## src/rtl/mem_ctrl_pkg.sv

```systemverilog
// Shared types and constants for the async SRAM access sequencer.
package mem_ctrl_pkg;

  typedef enum logic [2:0] {
    S_IDLE    = 3'd0,
    S_SETUP   = 3'd1,
    S_WSTROBE = 3'd2,
    S_RSTROBE = 3'd3,
    S_RECOVER = 3'd4
  } state_t;

  localparam int unsigned DEF_WR_PULSE = 2;
  localparam int unsigned DEF_RD_WAIT  = 2;

  // Down-counter width able to hold the larger pulse length minus one.
  function automatic int unsigned cnt_width(input int unsigned a, input int unsigned b);
    int unsigned m;
    m = (a > b) ? a : b;
    return (m <= 1) ? 1 : $clog2(m);
  endfunction

endpackage

```

## src/rtl/strobe_timer.sv

```systemverilog
// Loadable down-counter timing the strobe-low phase; done_c flags terminal count.
module strobe_timer #(
  parameter int unsigned W = 1
) (
  input  logic         clk,
  input  logic         rst,
  input  logic         load,
  input  logic [W-1:0] load_val,
  output logic         done_c
);

  logic [W-1:0] cnt;

  always_ff @(posedge clk) begin
    if (rst) begin
      cnt <= '0;
    end else if (load) begin
      cnt <= load_val;
    end else if (cnt != '0) begin
      cnt <= cnt - W'(1);
    end
  end

  assign done_c = (cnt == '0);

endmodule

```

## src/rtl/mem_access_ctrl.sv

```systemverilog
// Sequencer between load/store stage and async active-low SRAM.
// Optional feature: define MEM_BOUNDS_CHECK_EN to reject addresses beyond the RAM depth.
module mem_access_ctrl
  import mem_ctrl_pkg::*;
#(
  parameter int unsigned ADDR_W     = 32,
  parameter int unsigned DATA_W     = 32,
  parameter int unsigned DEPTH_LOG2 = 8,
  parameter int unsigned WR_PULSE   = DEF_WR_PULSE,
  parameter int unsigned RD_WAIT    = DEF_RD_WAIT
) (
  input  logic              clk,
  input  logic              rst,
  input  logic              req_valid,
  output logic              req_ready,
  input  logic              req_we,
  input  logic [ADDR_W-1:0] req_addr,
  input  logic [DATA_W-1:0] req_wdata,
  output logic              rsp_valid,
  output logic [DATA_W-1:0] rsp_rdata,
  output logic              rsp_err,
  output logic              busy,
  output logic [ADDR_W-1:0] mem_addr,
  output logic [DATA_W-1:0] mem_wdata,
  output logic              mem_cs_n,
  output logic              mem_we_n,
  output logic              mem_oe_n,
  input  logic [DATA_W-1:0] mem_rdata
);

  localparam int unsigned CNT_W = cnt_width(WR_PULSE, RD_WAIT);

  if (WR_PULSE < 1 || RD_WAIT < 1 || DEPTH_LOG2 > ADDR_W) begin : g_param_check
    $error("mem_access_ctrl: illegal parameter combination");
  end

  state_t           state;
  logic             we_q;
  logic             load_c;
  logic [CNT_W-1:0] load_val_c;
  logic             done_c;

  // Timer is armed while leaving SETUP, with the pulse length of the latched direction.
  assign load_c     = (state == S_SETUP);
  assign load_val_c = we_q ? CNT_W'(WR_PULSE - 1) : CNT_W'(RD_WAIT - 1);

  strobe_timer #(.W(CNT_W)) u_timer (
    .clk      (clk),
    .rst      (rst),
    .load     (load_c),
    .load_val (load_val_c),
    .done_c   (done_c)
  );

`ifdef MEM_BOUNDS_CHECK_EN
  logic oor_c;
  assign oor_c = (req_addr >> DEPTH_LOG2) != '0;
`else
  assign rsp_err = 1'b0;
`endif

  // Strobes and handshake are registered alongside the state so no decode glitches reach the RAM.
  always_ff @(posedge clk) begin
    if (rst) begin
      state     <= S_IDLE;
      we_q      <= 1'b0;
      req_ready <= 1'b1;
      busy      <= 1'b0;
      rsp_valid <= 1'b0;
      rsp_rdata <= '0;
      mem_addr  <= '0;
      mem_wdata <= '0;
      mem_cs_n  <= 1'b1;
      mem_we_n  <= 1'b1;
      mem_oe_n  <= 1'b1;
`ifdef MEM_BOUNDS_CHECK_EN
      rsp_err   <= 1'b0;
`endif
    end else begin
      rsp_valid <= 1'b0;
      unique case (state)
        S_IDLE: begin
          if (req_valid) begin
            mem_addr  <= req_addr;
            mem_wdata <= req_wdata;
            we_q      <= req_we;
            req_ready <= 1'b0;
            busy      <= 1'b1;
`ifdef MEM_BOUNDS_CHECK_EN
            rsp_err   <= oor_c;
            if (oor_c) begin
              state     <= S_RECOVER;
              rsp_valid <= 1'b1;
            end else begin
              state <= S_SETUP;
            end
`else
            state <= S_SETUP;
`endif
          end
        end
        S_SETUP: begin
          mem_cs_n <= 1'b0;
          if (we_q) begin
            mem_we_n <= 1'b0;
            state    <= S_WSTROBE;
          end else begin
            mem_oe_n <= 1'b0;
            state    <= S_RSTROBE;
          end
        end
        S_WSTROBE: begin
          if (done_c) begin
            mem_cs_n  <= 1'b1;
            mem_we_n  <= 1'b1;
            rsp_valid <= 1'b1;
            state     <= S_RECOVER;
          end
        end
        S_RSTROBE: begin
          if (done_c) begin
            mem_cs_n  <= 1'b1;
            mem_oe_n  <= 1'b1;
            rsp_rdata <= mem_rdata;
            rsp_valid <= 1'b1;
            state     <= S_RECOVER;
          end
        end
        S_RECOVER: begin
          req_ready <= 1'b1;
          busy      <= 1'b0;
          state     <= S_IDLE;
        end
        default: begin
          mem_cs_n  <= 1'b1;
          mem_we_n  <= 1'b1;
          mem_oe_n  <= 1'b1;
          req_ready <= 1'b1;
          busy      <= 1'b0;
          state     <= S_IDLE;
        end
      endcase
    end
  end

endmodule

```

## config.mk

```make
export PLATFORM = sky130hd
export DESIGN_NAME = mem_access_ctrl
export DESIGN_NICKNAME = d
export VERILOG_FILES = /design/src/rtl/mem_ctrl_pkg.sv /design/src/rtl/strobe_timer.sv /design/src/rtl/mem_access_ctrl.sv
export SDC_FILE = /design/constraint.sdc
export NUM_CORES = 1
export LEC_CHECK = 0
export CELL_PAD_IN_SITES_DETAIL_PLACEMENT = 0
export CELL_PAD_IN_SITES_GLOBAL_PLACEMENT = 1
export CORE_MARGIN = 5
export CORE_UTILIZATION = 27
export DETAILED_ROUTE_END_ITERATION = 16
export GPL_TIMING_DRIVEN = 0
export PLACE_DENSITY_LB_ADDON = 0.12
export SLEW_MARGIN = 20
export SYNTH_ARGS = -nofsm -noshare
export SYNTH_HDL_FRONTEND = slang
export SYNTH_SLANG_ARGS = --single-unit
```

## constraint.sdc

```tcl
create_clock -name clk -period 2.05 [get_ports clk]
set_input_delay 0.41 -clock clk [delete_from_list [all_inputs] [get_ports clk]]
set_output_delay 0.41 -clock clk [all_outputs]
set_load 0.05 [all_outputs]
```

==> flow_summary_export.csv, run 1 <==
group,metric,value,unit
logic_synthesis,avgSynthCellArea,8.05,um2
floorplanning,dieHeight,128,um
logic_synthesis,synth.yosys.warnings,0,
timing,min_period,1950,ps
worst_setup_path,slowest_stage,"clkdlybuf4s50_1",
job,timing.max_cap.violations,0,
floorplanning,ios,203,
logic_synthesis,syn_nets,570,
worst_setup_path,regToRegStartpoint,"u_timer.cnt$_SDFF_PP0_",
floorplanning,fp.coreArea,0.0138,mm2
worst_setup_path,regToRegSetupSlack,450,ps
clock_network,clock_sinks,107,
global_routing,grt_pass1_vias,3737,
timing,final_hold_viol_count,0,
clock_network,cts_buffer_depth,2,
worst_setup_path,crit_chain,"clkdlybuf4s50_1",
timing,slew_headroom,62.9,%
placement,dp_hpwl,9170,um
cells_and_area,fin_area,0.00633,mm2
worst_setup_path,crit_family,"buffers and inverters",
worst_setup_path,path_depth,1,
clock_network,cts.clk_slew.worst_paths,70,ps
timing,rsz0062_at_grt,"no",
worst_setup_path,crit_fanout,3,
worst_setup_path,worstPathArrival,1540,ps
cells_and_area,fillers,1355,
clock_network,cts_root_buf,"clkbuf_16",
pwr,peakVddDrop,339,uV
route,drtAntennaViolNets,0,
route,num_vias,3741,
timing,worst_pin_slew,555,ps
global_routing,grt_antenna_before_repair,0,
route,detail_route.wl_per_cell,13.9,um
floorplanning,chipWidth,128,um
worst_setup_path,max_stage_delay,840,ps
logic_synthesis,synthesis.area,0.00378,mm2
worst_setup_path,path_buf_inv,1,
route,drc,0,
global_routing,grt_pass1_wl,18500,um
status,outcome,"complete, no violations",
clock_network,cts_buffers,9,
placement,port_buffers,200,
floorplanning,row_count,43,
timing,slew_violations,0,
timing,max_freq,0.512,GHz
route,drt-total-wl,12000,um
worst_setup_path,reg2regPathDepth,5,
timing,min_period_over_period,95.2,%
cells_and_area,layout_commonest_cell,"clkdlybuf4s50_1",
logic_synthesis,yosysSeqAreaShare,56.6,%
placement,gp_congestion,0.715,
pwr,power.density,845,mW/mm2
clock_network,clk_latency,340,ps
floorplanning,start_util,27.4,%
timing,skew,3.97,ps
worst_setup_path,crit_path_start,"mem_we_n$_SDFFE_PP1P_",
clock_network,cts_hold_buf,0,
worst_setup_path,critical_path_required,1640,ps
timing,timing.hold.ws,452,ps
cells_and_area,syn_to_final_growth,67.2,%
logic_synthesis,ys_types,27,
cells_and_area,nets,781,
route,dr.pass1.iters,5,
logic_synthesis,synth_seq_cells,107,
floorplanning,dieArea,0.0165,mm2
placement,placed_area,0.00601,mm2
route,vias_per_cell,4.32,
worst_setup_path,end_kind,"primary output",
min_path,hp-class,"in2reg",
worst_setup_path,r2r_end,"rsp_rdata[5]$_SDFFE_PP0P_",
cells_and_area,final_layout_size_suffix_gt1_share,5.54,%
timing,setup_viol,0,
clock_network,ctsResizeCount,0,
clock_network,htree_levels,3,
global_routing,grt_max_degree,17,
cells_and_area,antenna_cells,0,
global_routing,grt-ovfl-total,0,
pwr,total_power,5.35,mW
clock_network,cts_setup_buffers,0,
worst_setup_path,crit_path_end,"mem_we_n",
worst_setup_path,path_class,"reg2out",
global_routing,track_usage,14.2,%
worst_setup_path,start_kind,"flop",
logic_synthesis,synthCells,470,
pwr,cellLeakagePower,2.27,nW
clock_network,cts_tree,"yes",
route,drt_iter0_drc,132,
cells_and_area,final_cell_mix,"clkdlybuf4s50_1, nand2_1, dfxtp_1",
==> cell usage after synthesis <==
master     count  area (um2)
and4bb_2       1        12.5
or4b_1         1        10.0
nor4_1         2        12.5
nand2b_1       1        6.26
nor4b_2        1        15.0
buf_2          9        45.0
o21ai_0        2        10.0
o211ai_1       1        7.51
nand2_1      196         736
a211oi_1       1        7.51
clkbuf_1      18        67.6
nor3_1         2        10.0
or2_2          1        6.26
a22oi_1        1        7.51
buf_4          6        45.0
a21oi_1      101         505
inv_1          2        7.51
and2_1         1        6.26
nor4b_1        1        8.76
a211o_1        1        8.76
nor2b_1        1        6.26
conb_1         1        3.75
nand4bb_1      1        11.3
nor2_1         4        15.0
dfxtp_1      107        2140
buf_6          5        56.3
a21o_1         2        15.0
==> report_power, final <==
part | internal [mW] | leakage (nW) | switching (mW)
Clock | 1.05 | 0.148 | 0.745
Combinational | 0.509 | 1.25 | 0.769
Sequential | 2.21 | 0.874 | 0.0678
==> layout make-up <==
class                      instances  area (um2)  area share, %
sequential                       107        2140           33.9
timing repair buffer             200        2000           31.6
multi-input combinational        323        1420           22.5
clock buffer                      13         270           4.27
tap                              180         225           3.56
buffer                            38         214           3.38
clock inverter                     3        45.0          0.712
inverter                           2        7.51          0.119
==> metal layers <==
layer / vias up / routed length (um) / track usage (%)
met5: - / 0 / 0
met2: 122 / 5840 / 24.5
met3: 13 / 1130 / 4.69
met4: 0 / 207 / 5.31
met1: 1667 / 4870 / 16.2
li1: 1939 / - / -
==> how the worst min path moves through the flow <==
stage,from,to,slack [ps],cells after the start
after detailed placement,mem_addr[17]$_SDFFE_PP0P_,mem_addr[17]$_SDFFE_PP0P_,450,2
after global routing,mem_addr[0]$_SDFFE_PP0P_,mem_addr[0]$_SDFFE_PP0P_,470,2
after floorplan,we_q$_SDFFE_PP0P_,we_q$_SDFFE_PP0P_,450,2
after CTS,mem_addr[17]$_SDFFE_PP0P_,mem_addr[17]$_SDFFE_PP0P_,460,2
final,rst,u_timer.cnt$_SDFF_PP0_,450,2
after global placement,mem_wdata[9]$_SDFFE_PP0P_,mem_wdata[9]$_SDFFE_PP0P_,440,2
==> per-stage QoR <==
stage	util [%]	cells	setup WS (ps)	TNS, ps
floorplan	-	470	624	0
global placement	43.5	850	-31.1	-1260
detailed placement	43.5	850	-72.3	-2490
CTS	45.8	866	77.6	0
global route	45.8	866	42.7	0
finish	45.8	866	97.8	0
==> sequential cells by signal, indices dropped and copies added (netlist names) <==
register / count
mem_addr: 32
mem_wdata: 32
rsp_rdata: 32
state: 3
busy: 1
mem_cs_n: 1
mem_oe_n: 1
mem_we_n: 1
req_ready: 1
rsp_valid: 1
u_timer.cnt: 1
we_q: 1
==> cells by family after synthesis <==
group / count (synthesis) / share of synthesized area [%]
buffers and inverters: 40 / 5.85
and+or+nand+nor: 213 / 22.6
DFF: 107 / 56.6
other: 1 / 0.0991
AOI/OAI and AO/OA: 109 / 14.8
(Power assumes the default switching activity.)
==> run 2: changes to the inputs <==
--- a/config.mk
+++ b/config.mk
@@ -8,7 +8,7 @@
 export CELL_PAD_IN_SITES_DETAIL_PLACEMENT = 0
 export CELL_PAD_IN_SITES_GLOBAL_PLACEMENT = 1
 export CORE_MARGIN = 5
-export CORE_UTILIZATION = 27
+export CORE_UTILIZATION = 29
 export DETAILED_ROUTE_END_ITERATION = 16
 export GPL_TIMING_DRIVEN = 0
 export PLACE_DENSITY_LB_ADDON = 0.12
==> constraint.sdc (replaced) <==
create_clock -name clk -period 2.5 [get_ports clk]
set_input_delay 0.5 -clock clk [delete_from_list [all_inputs] [get_ports clk]]
set_output_delay 0.5 -clock clk [all_outputs]
set_load 0.05 [all_outputs]
==> run 2 against run 1 <==
Compared with the run above:
- power down 16%
- sequential power decreased by 18%
- clock power down 12%
- register-to-register slack better by 450 ps
- global-route usage up 1.1 points
==> flow_summary_export.csv, run 2 (synthesized netlist as in run 1, its figures left out) <==
group,metric,value,unit
route,detail_route.wl_per_cell,13.9,um
placement,port_buffers,200,
cells_and_area,syn_to_final_growth,67.3,%
route,drt_iter0_drc,180,
pwr,cellLeakagePower,2.28,nW
timing,setup_viol,0,
worst_setup_path,r2r_end,"rsp_rdata[18]$_SDFFE_PP0P_",
floorplanning,row_count,41,
floorplanning,start_util,29.8,%
worst_setup_path,path_class,"reg2out",
cells_and_area,nets,781,
floorplanning,fp.coreArea,0.0127,mm2
status,outcome,"complete, no violations",
placement,gp_congestion,0.713,
min_path,min_from,"mem_wdata[11]$_SDFFE_PP0P_",
clock_network,cts_buffer_depth,2,
pwr,total_power,4.49,mW
route,vias_per_cell,4.37,
clock_network,cts_buffers,9,
clock_network,cts_hold_buf,0,
worst_setup_path,crit_family,"buffers and inverters",
worst_setup_path,crit_path_start,"mem_we_n$_SDFFE_PP1P_",
pwr,p_sw,1.29,mW
cells_and_area,layout_commonest_cell,"clkdlybuf4s50_1",
worst_setup_path,crit_fanout,3,
clock_network,clock_sinks,107,
pwr,peakVddDrop,297,uV
worst_setup_path,max_stage_delay,860,ps
timing,rsz0062_at_grt,"no",
worst_setup_path,start_kind,"flop",
clock_network,cts_root_buf,"clkbuf_16",
route,drtAntennaViolNets,0,
timing,slew_headroom,61.8,%
global_routing,track_usage,15.2,%
route,drc,0,
timing,final_hold_viol_count,0,
route,num_vias,3743,
global_routing,grt_antenna_before_repair,0,
pwr,combPwrFrac,23.4,%
timing,skew,2.90,ps
cells_and_area,final_layout_size_suffix_gt1_share,5.40,%
worst_setup_path,regToRegStartpoint,"u_timer.cnt$_SDFF_PP0_",
global_routing,met2_usage,24.3,%
clock_network,clk_latency,340,ps
clock_network,cts.clk_slew.worst_paths,70,ps
cells_and_area,final_cell_mix,"clkdlybuf4s50_1, nand2_1, dfxtp_1",
cells_and_area,final_cells,857,
cells_and_area,antenna_cells,0,
worst_setup_path,critical_path_required,2000,ps
pwr,p_sw_share,28.7,%
timing,max_freq,0.487,GHz
pwr,p_int,3.20,mW
worst_setup_path,crit_chain,"clkdlybuf4s50_1",
global_routing,busiest_layer,"met2",
min_path,hold_path_end,"mem_wdata[11]$_SDFFE_PP0P_",
timing,slew_violations,0,
global_routing,grt_max_degree,17,
clock_network,cts_tree,"yes",
clock_network,cts_setup_buffers,0,
job,timing.max_cap.violations,0,
timing,fin_setup_tns,0,ps
worst_setup_path,slowest_stage,"clkdlybuf4s50_1",
floorplanning,ios,203,
worst_setup_path,worstPathArrival,1550,ps
global_routing,grt-ovfl-total,0,
placement,dp_hpwl,8990,um
pwr,power.density,709,mW/mm2
worst_setup_path,reg2regPathDepth,5,
global_routing,grtUsageMet1,18.2,%
global_routing,grt_pass1_vias,3741,
floorplanning,chipWidth,124,um
pwr,p_clk_share,35.1,%
floorplanning,dieHeight,124,um
global_routing,grt.met3_usage,6.26,%
worst_setup_path,regToRegSetupSlack,900,ps
clock_network,htree_levels,3,
worst_setup_path,path_buf_inv,1,
placement,numPlacedInstances,842,
floorplanning,dieArea,0.0154,mm2
min_path,holdPathStages,2,
timing,min_period_over_period,82.2,%
worst_setup_path,end_kind,"primary output",
timing,worst_pin_slew,571,ps
route,drt-total-wl,11900,um
global_routing,grt_pass1_wl,19300,um
pwr,pwr-share-seq,41.5,%
cells_and_area,reg.largest.list,"mem_addr x32, mem_wdata x32, rsp_rdata x32",
timing,min_period,2050,ps
min_path,hp-class,"reg2reg",
clock_network,ctsResizeCount,0,
route,dr.pass1.iters,4,
-- run 2: changes by cell type in the layout (fill, tap and decap cells not counted) --
cell,delta
bufinv_16,+2
clkinv_2,+1
clkbuf_8,-3
clkinvlp_4,-1
-- run 2: metrics by stage --
step / worst slack [ps] / utilization, % / hold WS [ps] / cell area (um2)
after floorplan: 984 / - / 450 / 3780
after global placement: 355 / 47.2 / 441 / 6000
after detailed placement: 343 / 47.2 / 446 / 6000
after CTS: 443 / 49.8 / 455 / 6330
after global routing: 408 / 49.8 / 468 / 6330
final: 446 / 49.8 / 451 / 6330
-- run 2: power by group through the flow --
stage | Clock [mW] | Combinational (mW) | Sequential, mW
final | 1.57 | 1.05 | 1.86
after global routing | 1.70 | 1.12 | 1.88
after CTS | 1.63 | 1.06 | 1.87
after detailed placement | 0 | 1.06 | 1.90
after global placement | 0 | 1.05 | 1.90
after floorplan | 0 | 0.277 | 2.25
-- run 2: routing by layer --
layer,routed length (um),vias to the layer above
met5,0,-
met4,246,0
met3,1010,15
met2,5460,131
met1,5170,1656
li1,-,1941
-- run 2: final cells by class --
| class | instances | area (um2) |
|---|---|---|
| Inverter | 2 | 7.51 |
| Buffer | 38 | 214 |
| Clock inverter | 5 | 103 |
| Timing Repair Buffer | 200 | 2000 |
| Clock buffer | 10 | 229 |
| Multi-Input combinational cell | 323 | 1420 |
| Tap cell | 172 | 215 |
| Fill cell | 1301 | 6390 |
| Sequential cell | 107 | 2140 |
-- run 2: worst max-delay path by stage --
stage / to / slack [ps] / cells past startpoint
CTS: mem_we_n / 440 / 1
global route: mem_we_n / 410 / 1
floorplan: mem_addr[20]$_SDFFE_PP0P_ / 980 / 5
finish: mem_we_n / 450 / 1
global placement: we_q$_SDFFE_PP0P_ / 350 / 6
detailed placement: mem_addr[29]$_SDFFE_PP0P_ / 340 / 6
